===== src/rtl/ft_stream_pkg.sv =====
// Purpose : shared types and constants for the A2F stream framing logic.
// Latency : n/a (types and helpers only).
// Backpr. : n/a.
//
// Contents: packer FSM state encoding, default sync tag, header word layout
// (tag in [31:16], sequence number in [15:0]) and a header builder.
package ft_stream_pkg;

  typedef enum logic [1:0] {
    IDLE    = 2'd0,
    HEADER  = 2'd1,
    PAYLOAD = 2'd2,
    DROP    = 2'd3
  } state_e;

  localparam logic [15:0] SYNC_TAG_DEF = 16'hA55A;

  // Header word layout: the packed struct fixes tag at [31:16], seq at [15:0].
  typedef struct packed {
    logic [15:0] tag;
    logic [15:0] seq;
  } hdr_t;

  function automatic logic [31:0] make_hdr(input logic [15:0] tag, input logic [15:0] seq);
    hdr_t h;
    h.tag = tag;
    h.seq = seq;
    return h;
  endfunction

endpackage


===== src/rtl/iq_frame_packer_sat_counter.sv =====
// Purpose : saturating up-counter, steps by 1 or by STEP in one cycle.
// Latency : count_o reflects an increment one cycle after the request.
// Backpr. : none; sticks at all-ones once reached.
//
// Ports: clk, reset_n (async, active-low), inc_one_i (+1), inc_step_i (+STEP,
// wins over inc_one_i), count_o (registered count).
module sat_counter #(
  parameter int WIDTH = 16,
  parameter int STEP  = 1024
) (
  input  logic             clk,
  input  logic             reset_n,
  input  logic             inc_one_i,
  input  logic             inc_step_i,
  output logic [WIDTH-1:0] count_o
);

  localparam logic [WIDTH:0] STEP_W = (WIDTH+1)'(STEP);
  localparam logic [WIDTH:0] ONE_W  = (WIDTH+1)'(1);

  logic [WIDTH-1:0] cnt_q, cnt_d;
  logic [WIDTH:0]   sum;

  // One guard bit catches the carry out; a carry means clamp to all-ones.
  always_comb begin
    sum = {1'b0, cnt_q};
    if (inc_step_i) begin
      sum = {1'b0, cnt_q} + STEP_W;
    end else if (inc_one_i) begin
      sum = {1'b0, cnt_q} + ONE_W;
    end
    cnt_d = sum[WIDTH] ? {WIDTH{1'b1}} : sum[WIDTH-1:0];
  end

  always_ff @(posedge clk or negedge reset_n) begin
    if (!reset_n) begin
      cnt_q <= '0;
    end else begin
      cnt_q <= cnt_d;
    end
  end

  assign count_o = cnt_q;

endmodule


===== src/rtl/iq_frame_packer.sv =====
// Purpose : packs 8-bit I/Q pairs two-per-word and frames them (header + FRAME_WORDS) into the A2F FIFO.
// Latency : payload write 1 cycle after the completing sample; header write 2 cycles after frame start.
// Backpr. : a full FIFO drops the rest of the frame up to the next frame boundary; samples are never stalled.
//
// Ports: clk, reset_n (async, active-low); enable (stream on/off level);
// s_valid/s_i/s_q (sample strobe and components); fifo_full (A2F full);
// fifo_wr/fifo_wdata (one-cycle write request and word); seq_num (frame
// sequence number); drop_cnt (dropped words, saturating); frame_active.
module iq_frame_packer
  import ft_stream_pkg::*;
#(
  parameter int          SAMPLE_WIDTH = 8,
  parameter int          FRAME_WORDS  = 1024,
  parameter logic [15:0] SYNC_TAG     = SYNC_TAG_DEF
) (
  input  logic                    clk,
  input  logic                    reset_n,
  input  logic                    enable,
  input  logic                    s_valid,
  input  logic [SAMPLE_WIDTH-1:0] s_i,
  input  logic [SAMPLE_WIDTH-1:0] s_q,
  input  logic                    fifo_full,
  output logic                    fifo_wr,
  output logic [31:0]             fifo_wdata,
  output logic [15:0]             seq_num,
  output logic [15:0]             drop_cnt,
  output logic                    frame_active
);

  localparam int             CNT_W  = $clog2(FRAME_WORDS + 1);
  localparam logic [CNT_W-1:0] FW_CNT = CNT_W'(FRAME_WORDS);

  state_e             state_q, state_d;
  logic [CNT_W-1:0]   word_cnt_q, word_cnt_d;
  logic               half_q, half_d;       // low half-word captured, waiting for the high one
  logic [15:0]        low_q, low_d;
  logic [15:0]        seq_q, seq_d;
  logic               charged_q, charged_d; // frame already billed in full at HEADER
  logic               wr_q, wr_d;
  logic [31:0]        wdata_q, wdata_d;
  logic               active_q, active_d;

  logic               abort;
  logic               word_done;
  logic [CNT_W-1:0]   cnt_next;
  logic               boundary;
  logic               drop_one;
  logic               drop_frame;

  // Enable low outranks everything else, including a completing sample.
  assign abort     = (state_q != IDLE) && !enable;
  // half_q is always clear in HEADER, so a word can only complete in PAYLOAD/DROP.
  assign word_done = (state_q != IDLE) && s_valid && half_q;
  assign cnt_next  = word_cnt_q + 1'b1;
  assign boundary  = word_done && (cnt_next == FW_CNT);

  // State register
  always_ff @(posedge clk or negedge reset_n) begin
    if (!reset_n) begin
      state_q <= IDLE;
    end else begin
      state_q <= state_d;
    end
  end

  // Next-state logic
  always_comb begin
    state_d = state_q;
    if (abort) begin
      state_d = IDLE;
    end else begin
      case (state_q)
        IDLE:    if (enable) state_d = HEADER;
        HEADER:  state_d = fifo_full ? DROP : PAYLOAD;
        PAYLOAD: begin
          if (boundary)                    state_d = HEADER;
          else if (word_done && fifo_full) state_d = DROP;
        end
        DROP:    if (boundary) state_d = HEADER;
        default: state_d = IDLE;
      endcase
    end
  end

  // Output / datapath logic
  always_comb begin
    half_d     = half_q;
    low_d      = low_q;
    word_cnt_d = word_cnt_q;
    seq_d      = seq_q;
    charged_d  = charged_q;
    wr_d       = 1'b0;
    wdata_d    = wdata_q;
    drop_one   = 1'b0;
    drop_frame = 1'b0;

    if (abort) begin
      // Partial half-word is thrown away; the seq bump marks the gap to the host.
      half_d     = 1'b0;
      word_cnt_d = '0;
      seq_d      = seq_q + 16'd1;
      charged_d  = 1'b0;
    end else begin
      if ((state_q != IDLE) && s_valid) begin
        if (!half_q) begin
          low_d  = {s_q, s_i};
          half_d = 1'b1;
        end else begin
          half_d = 1'b0;
        end
      end

      case (state_q)
        HEADER: begin
          if (!fifo_full) begin
            wr_d      = 1'b1;
            wdata_d   = make_hdr(SYNC_TAG, seq_q);
            charged_d = 1'b0;
          end else begin
            drop_frame = 1'b1;
            charged_d  = 1'b1;
          end
        end
        PAYLOAD: begin
          if (word_done) begin
            if (!fifo_full) begin
              wr_d    = 1'b1;
              wdata_d = {s_q, s_i, low_q};
            end else begin
              drop_one = 1'b1;
            end
          end
        end
        DROP: begin
          if (word_done && !charged_q) drop_one = 1'b1;
        end
        default: ;
      endcase

      if (word_done) begin
        word_cnt_d = boundary ? '0 : cnt_next;
        if (boundary) seq_d = seq_q + 16'd1;
      end
    end

    active_d = (state_d == HEADER) || (state_d == PAYLOAD);
  end

  always_ff @(posedge clk or negedge reset_n) begin
    if (!reset_n) begin
      word_cnt_q <= '0;
      half_q     <= 1'b0;
      low_q      <= '0;
      seq_q      <= '0;
      charged_q  <= 1'b0;
      wr_q       <= 1'b0;
      wdata_q    <= '0;
      active_q   <= 1'b0;
    end else begin
      word_cnt_q <= word_cnt_d;
      half_q     <= half_d;
      low_q      <= low_d;
      seq_q      <= seq_d;
      charged_q  <= charged_d;
      wr_q       <= wr_d;
      wdata_q    <= wdata_d;
      active_q   <= active_d;
    end
  end

  sat_counter #(
    .WIDTH (16),
    .STEP  (FRAME_WORDS)
  ) u_drop (
    .clk        (clk),
    .reset_n    (reset_n),
    .inc_one_i  (drop_one),
    .inc_step_i (drop_frame),
    .count_o    (drop_cnt)
  );

  assign fifo_wr      = wr_q;
  assign fifo_wdata   = wdata_q;
  assign seq_num      = seq_q;
  assign frame_active = active_q;

endmodule

===== config.mk =====
export PLATFORM = sky130hd
export DESIGN_NAME = iq_frame_packer
export DESIGN_NICKNAME = d
export VERILOG_FILES = /design/src/rtl/ft_stream_pkg.sv /design/src/rtl/iq_frame_packer_sat_counter.sv /design/src/rtl/iq_frame_packer.sv
export SDC_FILE = /design/constraint.sdc
export NUM_CORES = 1
export LEC_CHECK = 0
export BUFFER_PORTS_ARGS = -buffer_cell sky130_fd_sc_hd__buf_2
export CAP_MARGIN = 20
export CORE_UTILIZATION = 45
export CTS_BUF_LIST = sky130_fd_sc_hd__clkbuf_8
export CTS_CLUSTER_SIZE = 28
export DETAILED_ROUTE_END_ITERATION = 10
export PLACE_DENSITY = 0.68
export SLEW_MARGIN = 25
export SYNTH_ARGS = -nofsm -noshare
export SYNTH_HDL_FRONTEND = slang
export SYNTH_SLANG_ARGS = --single-unit

===== constraint.sdc =====
create_clock -name clk -period 3.1 [get_ports clk]
set_clock_uncertainty 0.1 [all_clocks]
set_input_delay 0.465 -clock clk [delete_from_list [all_inputs] [get_ports clk]]
set_output_delay 0.465 -clock clk [all_outputs]
set_load 0.005 [all_outputs]

==> reports/qor.yml, run 1 <==
cap_violations: 0
grt_pass1_wl_um: 18400
r2r-end: "seq_num[1]$_DFFE_PN0P_"
cts_tree: "yes"
via_count: 3886
grt_remaining_overflow: 0
r2r_cells: 9
n_antenna_cell: 0
dieArea_um2: 11200
ir_drop_mv: 0.486
synth_edf_count: 0
final_nets: 597
ys_warn_count: 0
wire_per_inst_um: 15.7
syn_nets: 516
critical_path_class: "register to register"
worstHoldPathType: "input port to asynchronous set/reset pin"
cts.path.max_buffers: 2
worstSetupEndpointType: "register"
period_share: 0.923
timing.hold.ws_ps: 56.5
outcome: "finished clean"
rr_startpoint: "state_q[0]$_DFF_PN0_"
io_pins: 87
crit_family: "simple AND/OR/NAND/NOR gates"
htreeDepth: 3
yosysSeqAreaShare: 0.501
crit_path_cell_trace: "inv_1 > ha_1 > nand3b_1 > a2111oi_0 > nand4_1 > nor4_4 > buf_6 > nor2_1 > mux2_2"
num_rows: 37
path_clk_slew_ps: 100
setup_ws_ps: 239
rrSetupSlack_ps: 240
place_hpwl_um: 7930
seq_area_um2: 2430
critPathBufInv: 2
start_kind: "register"
crit_path_max_fanout: 26
setup_tns_ps: 0
dr.pass1.iters: 5
antenna_found_initial: 0
die_height_um: 106
detail_route.vias_per_cell: 5.50
post-route-min-period_ps: 2860
cts_root_buf: "clkbuf_8"
drt_iter0_drc: 206
final_cell_mix: "dfrtp_1, buf_2, nand2_1, o21ai_0, nor2_1"
ctsHoldBuffers: 0
fin_util: 0.540
ys.flop_type: "dfrtp_1"
slowest_delay_ps: 470
core_area_um2: 10400
finalHoldViolCount: 0
fmax_mhz: 350
async_flop_share: 1.00
syn-cell-area_um2: 4840
final_common_cell: "dfrtp_1"
setup_viol: 0
cts.sinks: 97
finalPower_mw: 4.08
cts_resized: 0
power_leakage_nw: 2.56
postSynthAreaPerCell_um2: 9.99
multi_input_area_um2: 2250
grt_max_degree: 58
drv_slew: 0
grt_util_all_layers: 0.207
synth.distinct_cells: 52
power_density_nw_per_um2: 728
worstPathArrival_ps: 3010
layout-drive-gt1-share: 0.237
synthCells: 485
worst_pin_slew_ps: 726
clkLatencyLatePin_ps: 360
nFillCells: 926
areaGrowthSynthToFinish_pct: 15.7
rsz0062_at_grt: "no"
dp_slack_ps: 240
ys_ff_latch: 97
drtAntennaViolNets: 0
io_buffer_count: 86
drt_wl_total_um: 11100
drc: 0
grt_pass1_vias: 3674
start_util: 0.467
timing.slew.headroom: 0.503
cts_made_buffers: 9
cp_data_required_time_ps: 3250
post_cts_buffers: 0
gp_congestion: 0.899
slowest_stage: "dfrtp_1"
die_x_um: 106
layout make-up:
type                            count  share of cell area
Multi-Input combinational cell    345               0.401
Clock buffer                        9              0.0221
Tap cell                          136              0.0304
Timing Repair Buffer               95              0.0922
Inverter                           18              0.0121
Sequential cell                    97               0.433
Clock inverter                      6             0.00916
per-stage QoR:
stage,std cells,area [um^2]
global placement,691,5420
CTS,706,5600
detailed placement,691,5420
finish,706,5600
global route,706,5600
floorplan,485,4840
state kept, by name, summed over array words and instances, names as in the netlist:
name            flops
fifo_wdata         32
low_q              16
seq_num            16
u_drop.count_o     16
word_cnt_q         11
state_q             2
charged_q           1
fifo_wr             1
frame_active        1
half_q              1
worst reg2reg max path, cell delays in order, from the launching register on:
cell	delay [ps]
dfrtp_1	470
inv_1	120
ha_1	360
nand3b_1	250
a2111oi_0	410
nand4_1	220
nor4_4	190
buf_6	250
nor2_1	110
mux2_2	270
synth_stat cells, types with 10 or more instances:
master / instances / area (um^2)
ha_1: 10 / 125
a31oi_1: 11 / 68.8
xnor2_1: 25 / 219
nor2_1: 31 / 116
mux2i_1: 19 / 190
nand2_1: 62 / 233
clkbuf_1: 19 / 71.3
dfrtp_1: 97 / 2430
inv_1: 18 / 67.6
nor3_1: 11 / 55.1
o21ai_0: 37 / 185
nand3_1: 24 / 120
mux2_2: 17 / 191
power by group:
group | internal [mW] | total, mW | switching, mW
combinational | 0.630 | 1.36 | 0.735
clock | 0.297 | 0.754 | 0.457
sequential | 1.63 | 1.96 | 0.337
total | 2.55 | 4.08 | 1.53
logic make-up after synthesis:
kind of cell / after synthesis / share of synthesized area
simple gates: 173 / 0.175
compound gates: 97 / 0.130
flops: 97 / 0.501
buf+inv: 43 / 0.0369
mux: 36 / 0.0788
xor+xnor: 29 / 0.0524
fa+ha+maj: 10 / 0.0258
layer usage:
layer / up-vias / GRT usage / part of all wire
met1: 1902 / 0.276 / 0.44
met2: 96 / 0.345 / 0.50
met3: 15 / 0.0371 / 0.043
met5: - / 0 / 0
li1: 1873 / - / -
met4: 0 / 0.0595 / 0.014
worst max-delay path by stage:
stage | from | to | slack (ps) | cells after the start
2_1_floorplan | state_q[0]$_DFF_PN0_ | low_q[0]$_DFFE_PN0P_ | 620 | 8
3_3_place_gp | state_q[0]$_DFF_PN0_ | seq_num[1]$_DFFE_PN0P_ | 380 | 9
3_5_place_dp | state_q[0]$_DFF_PN0_ | seq_num[1]$_DFFE_PN0P_ | 240 | 9
4_1_cts | state_q[0]$_DFF_PN0_ | seq_num[1]$_DFFE_PN0P_ | 220 | 9
5_1_grt | state_q[0]$_DFF_PN0_ | seq_num[1]$_DFFE_PN0P_ | 20 | 9
6_report | state_q[0]$_DFF_PN0_ | seq_num[1]$_DFFE_PN0P_ | 240 | 9
Note: power is estimated with default switching activity, not from simulation.
==> run 2, diff against run 1 <==
--- a/config.mk
+++ b/config.mk
@@ -7,11 +7,11 @@
 export LEC_CHECK = 0
 export BUFFER_PORTS_ARGS = -buffer_cell sky130_fd_sc_hd__buf_2
 export CAP_MARGIN = 20
-export CORE_UTILIZATION = 45
+export CORE_UTILIZATION = 52
 export CTS_BUF_LIST = sky130_fd_sc_hd__clkbuf_8
 export CTS_CLUSTER_SIZE = 28
 export DETAILED_ROUTE_END_ITERATION = 10
-export PLACE_DENSITY = 0.68
+export PLACE_DENSITY = 0.79
 export SLEW_MARGIN = 25
 export SYNTH_ARGS = -nofsm -noshare
 export SYNTH_HDL_FRONTEND = slang
==> constraint.sdc (replaced) <==
create_clock -name clk -period 2.49 [get_ports clk]
set_clock_uncertainty 0.1 [all_clocks]
set_input_delay 0.3735 -clock clk [delete_from_list [all_inputs] [get_ports clk]]
set_output_delay 0.3735 -clock clk [all_outputs]
set_load 0.005 [all_outputs]
==> reports/qor.yml, run 2 (same netlist as run 1, synthesis figures left out) <==
worstSetupEndpointType: "register"
gp_congestion: 0.885  # -1.5%
drv_slew: 0  # unchanged
worstPathArrival_ps: 2620  # -390 ps
rr_startpoint: "word_cnt_q[0]$_DFFE_PN0P_"
whs_path_depth: 3
nFillCells: 684  # -26%
power_leakage_nw: 2.70  # +5.1%
timing.hold.ws_ps: 137  # +80.0 ps
ir_drop_mv: 0.439  # -9.6%
antenna_found_initial: 0  # unchanged
wire_per_inst_um: 16.6  # +6.1%
grt_max_degree: 64  # +10%
final_common_cell: "dfrtp_1"
core_area_um2: 8890  # -14%
outcome: "complete, but fails checks"
cts_tree: "yes"
finalPower_mw: 5.36  # +31%
rsz0062_at_grt: "yes"
layout-drive-gt1-share: 0.284  # +0.0469
finalHoldViolCount: 0  # unchanged
htreeDepth: 3  # unchanged
setup_viol: 0  # unchanged
dieArea_um2: 9710  # -13%
power_density_nw_per_um2: 911  # +25%
final_nets: 618  # +3.5%
grt_pass1_wl_um: 18300  # -0.67%
cts.path.max_buffers: 2  # unchanged
crit_path_max_fanout: 5  # -81%
cts_made_buffers: 9  # unchanged
place_hpwl_um: 7950  # +0.26%
hp-start: "s_q[6]"
drtAntennaViolNets: 0  # unchanged
largest_reg_flops: 32  # unchanged
worst_pin_slew_ps: 1010  # +288 ps
cts_root_buf: "clkbuf_8"
timing.slew.headroom: 0.317  # -0.186
start_util: 0.545  # +0.0777
drt_wl_total_um: 11600  # +5.2%
hold_end: "fifo_wdata[30]$_DFFE_PN0P_"
critical_path_class: "register to register"
setup_tns_ps: 0  # unchanged
cp-startpoint: "word_cnt_q[0]$_DFFE_PN0P_"
n_antenna_cell: 0  # unchanged
final_cell_mix: "dfrtp_1, buf_2, nand2_1, nor2_1, o21ai_0"
cp_data_required_time_ps: 2660  # -590 ps
grt_pass1_vias: 3815  # +3.8%
grt_util_all_layers: 0.238  # +0.0306
io_pins: 87  # unchanged
drc: 11  # +11
path_clk_slew_ps: 110  # about the same
start_kind: "register"
clkLatencyLatePin_ps: 370  # about the same
drt_iter0_drc: 231  # +12%
areaGrowthSynthToFinish_pct: 21.4
num_rows: 34  # -8.1%
dr.pass1.iters: 8  # +3
cts.sinks: 97  # unchanged
fmax_mhz: 408  # +17%
die_x_um: 98.5  # -6.8%
post-route-min-period_ps: 2450  # -409 ps
rrSetupSlack_ps: 40  # -200 ps
io_buffer_count: 86  # unchanged
r2r-end: "seq_num[15]$_DFFE_PN0P_"
violations: "DRC"
r2r_cells: 10  # +1
die_height_um: 98.5  # -6.8%
cap_violations: 0  # unchanged
via_count: 4105  # +5.6%
grt_remaining_overflow: 0  # unchanged
worstHoldPathType: "input port to register"
detail_route.vias_per_cell: 5.86  # +6.5%
period_share: 0.985  # +0.0617
-- run 2: layout make-up --
cell class                 instances  area [um^2]  area share
inverter                          18         67.6      0.0115
sequential                        97         2430       0.413
clock inverter                     7         76.3      0.0130
clock buffer                       9          124      0.0211
multi-input combinational        345         2360       0.401
tap                              108          135      0.0230
timing repair buffer             116          693       0.118
-- run 2: per-layer routing --
| metal | GRT usage | wire (um) | share of wire | vias up |
|---|---|---|---|---|
| met5 | 0 | 0 | 0 | - |
| met4 | 0.0735 | 185 | 0.016 | 0 |
| met3 | 0.0440 | 704 | 0.060 | 21 |
| met2 | 0.389 | 5750 | 0.49 | 144 |
| met1 | 0.324 | 5000 | 0.43 | 2007 |
| li1 | - | - | - | 1933 |
-- run 2: worst max-delay path by stage --
| stage | endpoint | slack (ps) |
|---|---|---|
| 5_1_grt | seq_num[15]$_DFFE_PN0P_ | -70 |
| 3_3_place_gp | frame_active$_DFF_PN0_ | 150 |
| 4_1_cts | frame_active$_DFF_PN0_ | 40 |
| 2_1_floorplan | low_q[0]$_DFFE_PN0P_ | 10 |
| 3_5_place_dp | frame_active$_DFF_PN0_ | 90 |
| 6_report | seq_num[15]$_DFFE_PN0P_ | 40 |
-- run 2: power by group --
group / switching [mW] / leakage (nW) / internal, mW
Sequential: 0.394 / 1.24 / 2.02
Clock: 0.638 / 0.103 / 0.405
Combinational: 1.02 / 1.36 / 0.877
Total: 2.05 / 2.70 / 3.31
-- run 2: through the flow --
stage / worst slack, ps / utilization / cell area (um^2) / std cells
5_1_grt: -68.7 / 0.662 / 5880 / 700
4_1_cts: 35.2 / 0.642 / 5700 / 694
6_report: 38.6 / 0.662 / 5880 / 700
3_3_place_gp: 149 / 0.618 / 5490 / 677
2_1_floorplan: 10.9 / - / 4840 / 485
3_5_place_dp: 86.0 / 0.618 / 5490 / 677
-- run 2: critical path: stages, from the launching register on --
cell and delay [ps]:
dfrtp_1 430, ha_4 190, xor2_2 160, a2111oi_4 320, nand4_1 190, nor4_4 360, buf_6 160, buf_12 110
buf_4 130, o21ai_2 60, xnor2_1 130
-- run 2: repair_timing --
action,CTS,global route
endpoints found under the hold margin,34,0
endpoints found under the setup margin,0,31
resized for setup,0,32
buffers inserted,0,6
hold buffers,1,0
==> run 3, diff against run 2 <==
--- a/config.mk
+++ b/config.mk
@@ -5,12 +5,14 @@
 export SDC_FILE = /design/constraint.sdc
 export NUM_CORES = 1
 export LEC_CHECK = 0
-export BUFFER_PORTS_ARGS = -buffer_cell sky130_fd_sc_hd__buf_2
 export CAP_MARGIN = 20
-export CORE_UTILIZATION = 52
+export CELL_PAD_IN_SITES_DETAIL_PLACEMENT = 0
+export CELL_PAD_IN_SITES_GLOBAL_PLACEMENT = 1
+export CORE_UTILIZATION = 46
 export CTS_BUF_LIST = sky130_fd_sc_hd__clkbuf_8
 export CTS_CLUSTER_SIZE = 28
 export DETAILED_ROUTE_END_ITERATION = 10
+export DONT_BUFFER_PORTS = 1
 export PLACE_DENSITY = 0.79
 export SLEW_MARGIN = 25
 export SYNTH_ARGS = -nofsm -noshare
==> reports/qor.yml, run 3 (same netlist as run 1, synthesis figures left out) <==
outcome: "complete, but fails checks"
violations: "hold timing, setup timing"
critical_path_class: "register to register"
fin_area_um2: 5500  # -6.5%
switchingPower_mw: 1.97  # -4.3%
worst_pin_slew_ps: 512  # -503 ps
grt_util_all_layers: 0.216  # -0.0213
cp-startpoint: "word_cnt_q[1]$_DFFE_PN0P_"
cap_violations: 0  # unchanged
crit_path_max_fanout: 6  # +1
final_nets: 535  # -13%
finalHoldViolCount: 97  # +97
rsz0062_at_grt: "yes"
core_area_um2: 10300  # +16%
start_kind: "register"
cp_data_required_time_ps: 2660  # about the same
p_comb_frac: 0.298  # -0.056
num_rows: 37  # +8.8%
largest_reg_flops: 32  # unchanged
via_count: 3656  # -11%
p_int_mw: 3.12  # -5.6%
dr.pass1.iters: 4  # -4
placed_cell_area_um2: 5120  # -6.8%
timing.hold.ws_ps: -414  # -551 ps
detail_route.vias_per_cell: 5.67  # -3.3%
clkPwrFrac: 0.207  # +0.012
cts.sinks: 97  # unchanged
post-route-min-period_ps: 2520  # +65.5 ps
power_leakage_nw: 2.33  # -14%
die_x_um: 105  # +6.2%
n_antenna_cell: 0  # unchanged
drc: 0  # -11
clkLatencyLatePin_ps: 370  # about the same
setup_tns_ps: -64.2  # -64.2 ps
grt_pass1_wl_um: 19000  # +3.9%
worstPathArrival_ps: 2690  # +70 ps
place_hpwl_um: 7720  # -3.0%
cts_tree: "yes"
dieArea_um2: 10900  # +13%
antenna_found_initial: 0  # unchanged
htreeDepth: 3  # unchanged
drv_slew: 0  # unchanged
setup_viol: 4  # +4
drt_iter0_drc: 242  # +4.8%
io_pins: 87  # unchanged
fmax_mhz: 397  # -2.6%
power_density_nw_per_um2: 925  # +1.5%
wire_per_inst_um: 18.2  # +9.5%
ir_drop_mv: 0.509  # +16%
timing.slew.headroom: 0.656  # +0.338
drt_wl_total_um: 11700  # +0.94%
cts_root_buf: "clkbuf_8"
final_common_cell: "dfrtp_1"
areaGrowthSynthToFinish_pct: 13.6
cts_made_buffers: 9  # unchanged
die_height_um: 105  # +6.2%
power_frac_seq: 0.495  # +0.044
worstSetupEndpointType: "register"
worstHoldPathType: "input port to asynchronous set/reset pin"
start_util: 0.471  # -0.0735
drtAntennaViolNets: 0  # unchanged
grt_max_degree: 98  # +53%
cts.path.max_buffers: 2  # unchanged
grt_remaining_overflow: 0  # unchanged
io_buffer_count: 0  # -100%
grt_pass1_vias: 3682  # -3.5%
finalPower_mw: 5.09  # -5.1%
setup_ws_ps: -26.9  # -65.5 ps
path_clk_slew_ps: 110  # about the same
period_share: 1.01  # +0.0263
rr_startpoint: "word_cnt_q[1]$_DFFE_PN0P_"
swShare: 0.387  # +0.00332
gp_congestion: 0.886  # about the same
final_cell_mix: "dfrtp_1, nand2_1, nor2_1, o21ai_0, buf_4"
layout-drive-gt1-share: 0.165  # -0.119
## run 3: power groups by stage
stage	combinational, mW	clock [mW]	sequential (mW)
2_1_floorplan	1.10	0	2.38
3_3_place_gp	1.41	0	2.53
3_5_place_dp	1.47	0	2.55
4_1_cts	1.48	1.08	2.52
5_1_grt	1.71	1.14	2.59
6_report	1.52	1.05	2.52
## run 3: layout make-up
type	count	area, um^2
repair buffers	33	307
flip-flops and latches	97	2430
inverters	18	67.6
multi-input cells	345	2320
fillers	918	4780
clock buffers	9	124
well taps	136	170
clock inverters	7	86.3
## run 3: what timing repair did
action / CTS / global route
gates resized for setup: 0 / 26
hold endpoints to repair: 97 / 97
endpoints found under the setup margin: 0 / 16
buffers inserted: 0 / 4
## run 3: layer usage
metal / global-route usage / share of wire / vias up / routed length, um
li1: - / - / 1756 / -
met1: 0.284 / 0.44 / 1796 / 5120
met2: 0.354 / 0.49 / 93 / 5770
met3: 0.0549 / 0.063 / 11 / 737
met4: 0.0624 / 0.011 / 0 / 127
met5: 0 / 0 / - / 0
## run 3: worst max-delay path, cell delays in order (launching register included)
cell and delay [ps]:
dfrtp_1 430, ha_4 190, xor2_2 150, a2111oi_4 330
nand4_1 200, nor4_4 410, buf_6 190, buf_6 130
nor2_2 50, a31o_2 230
## run 3: path summary, 6_finish.rpt
kind / endpoint / slack, ps / cells after the start
min reg2reg: fifo_wdata[30]$_DFFE_PN0P_ / 410 / 2
min in group clk: word_cnt_q[3]$_DFFE_PN0P_ / 30 / 1
max in group asynchronous: fifo_wdata[20]$_DFFE_PN0P_ / 2530 / 0
min: fifo_wdata[7]$_DFFE_PN0P_ / -410 / 0
max reg2reg: word_cnt_q[2]$_DFFE_PN0P_ / -30 / 9
max: word_cnt_q[2]$_DFFE_PN0P_ / -30 / 9
## run 3: stage by stage
step / instances / setup slack, ps / util / hold WS [ps]
finish: 645 / -26.9 / 0.535 / -414
global route: 645 / -145 / 0.535 / -437
CTS: 638 / 72.1 / 0.519 / -433
detailed placement: 622 / 120 / 0.498 / -18.9
global placement: 622 / 135 / 0.498 / -18.4
floorplan: 485 / 10.9 / - / -22.1
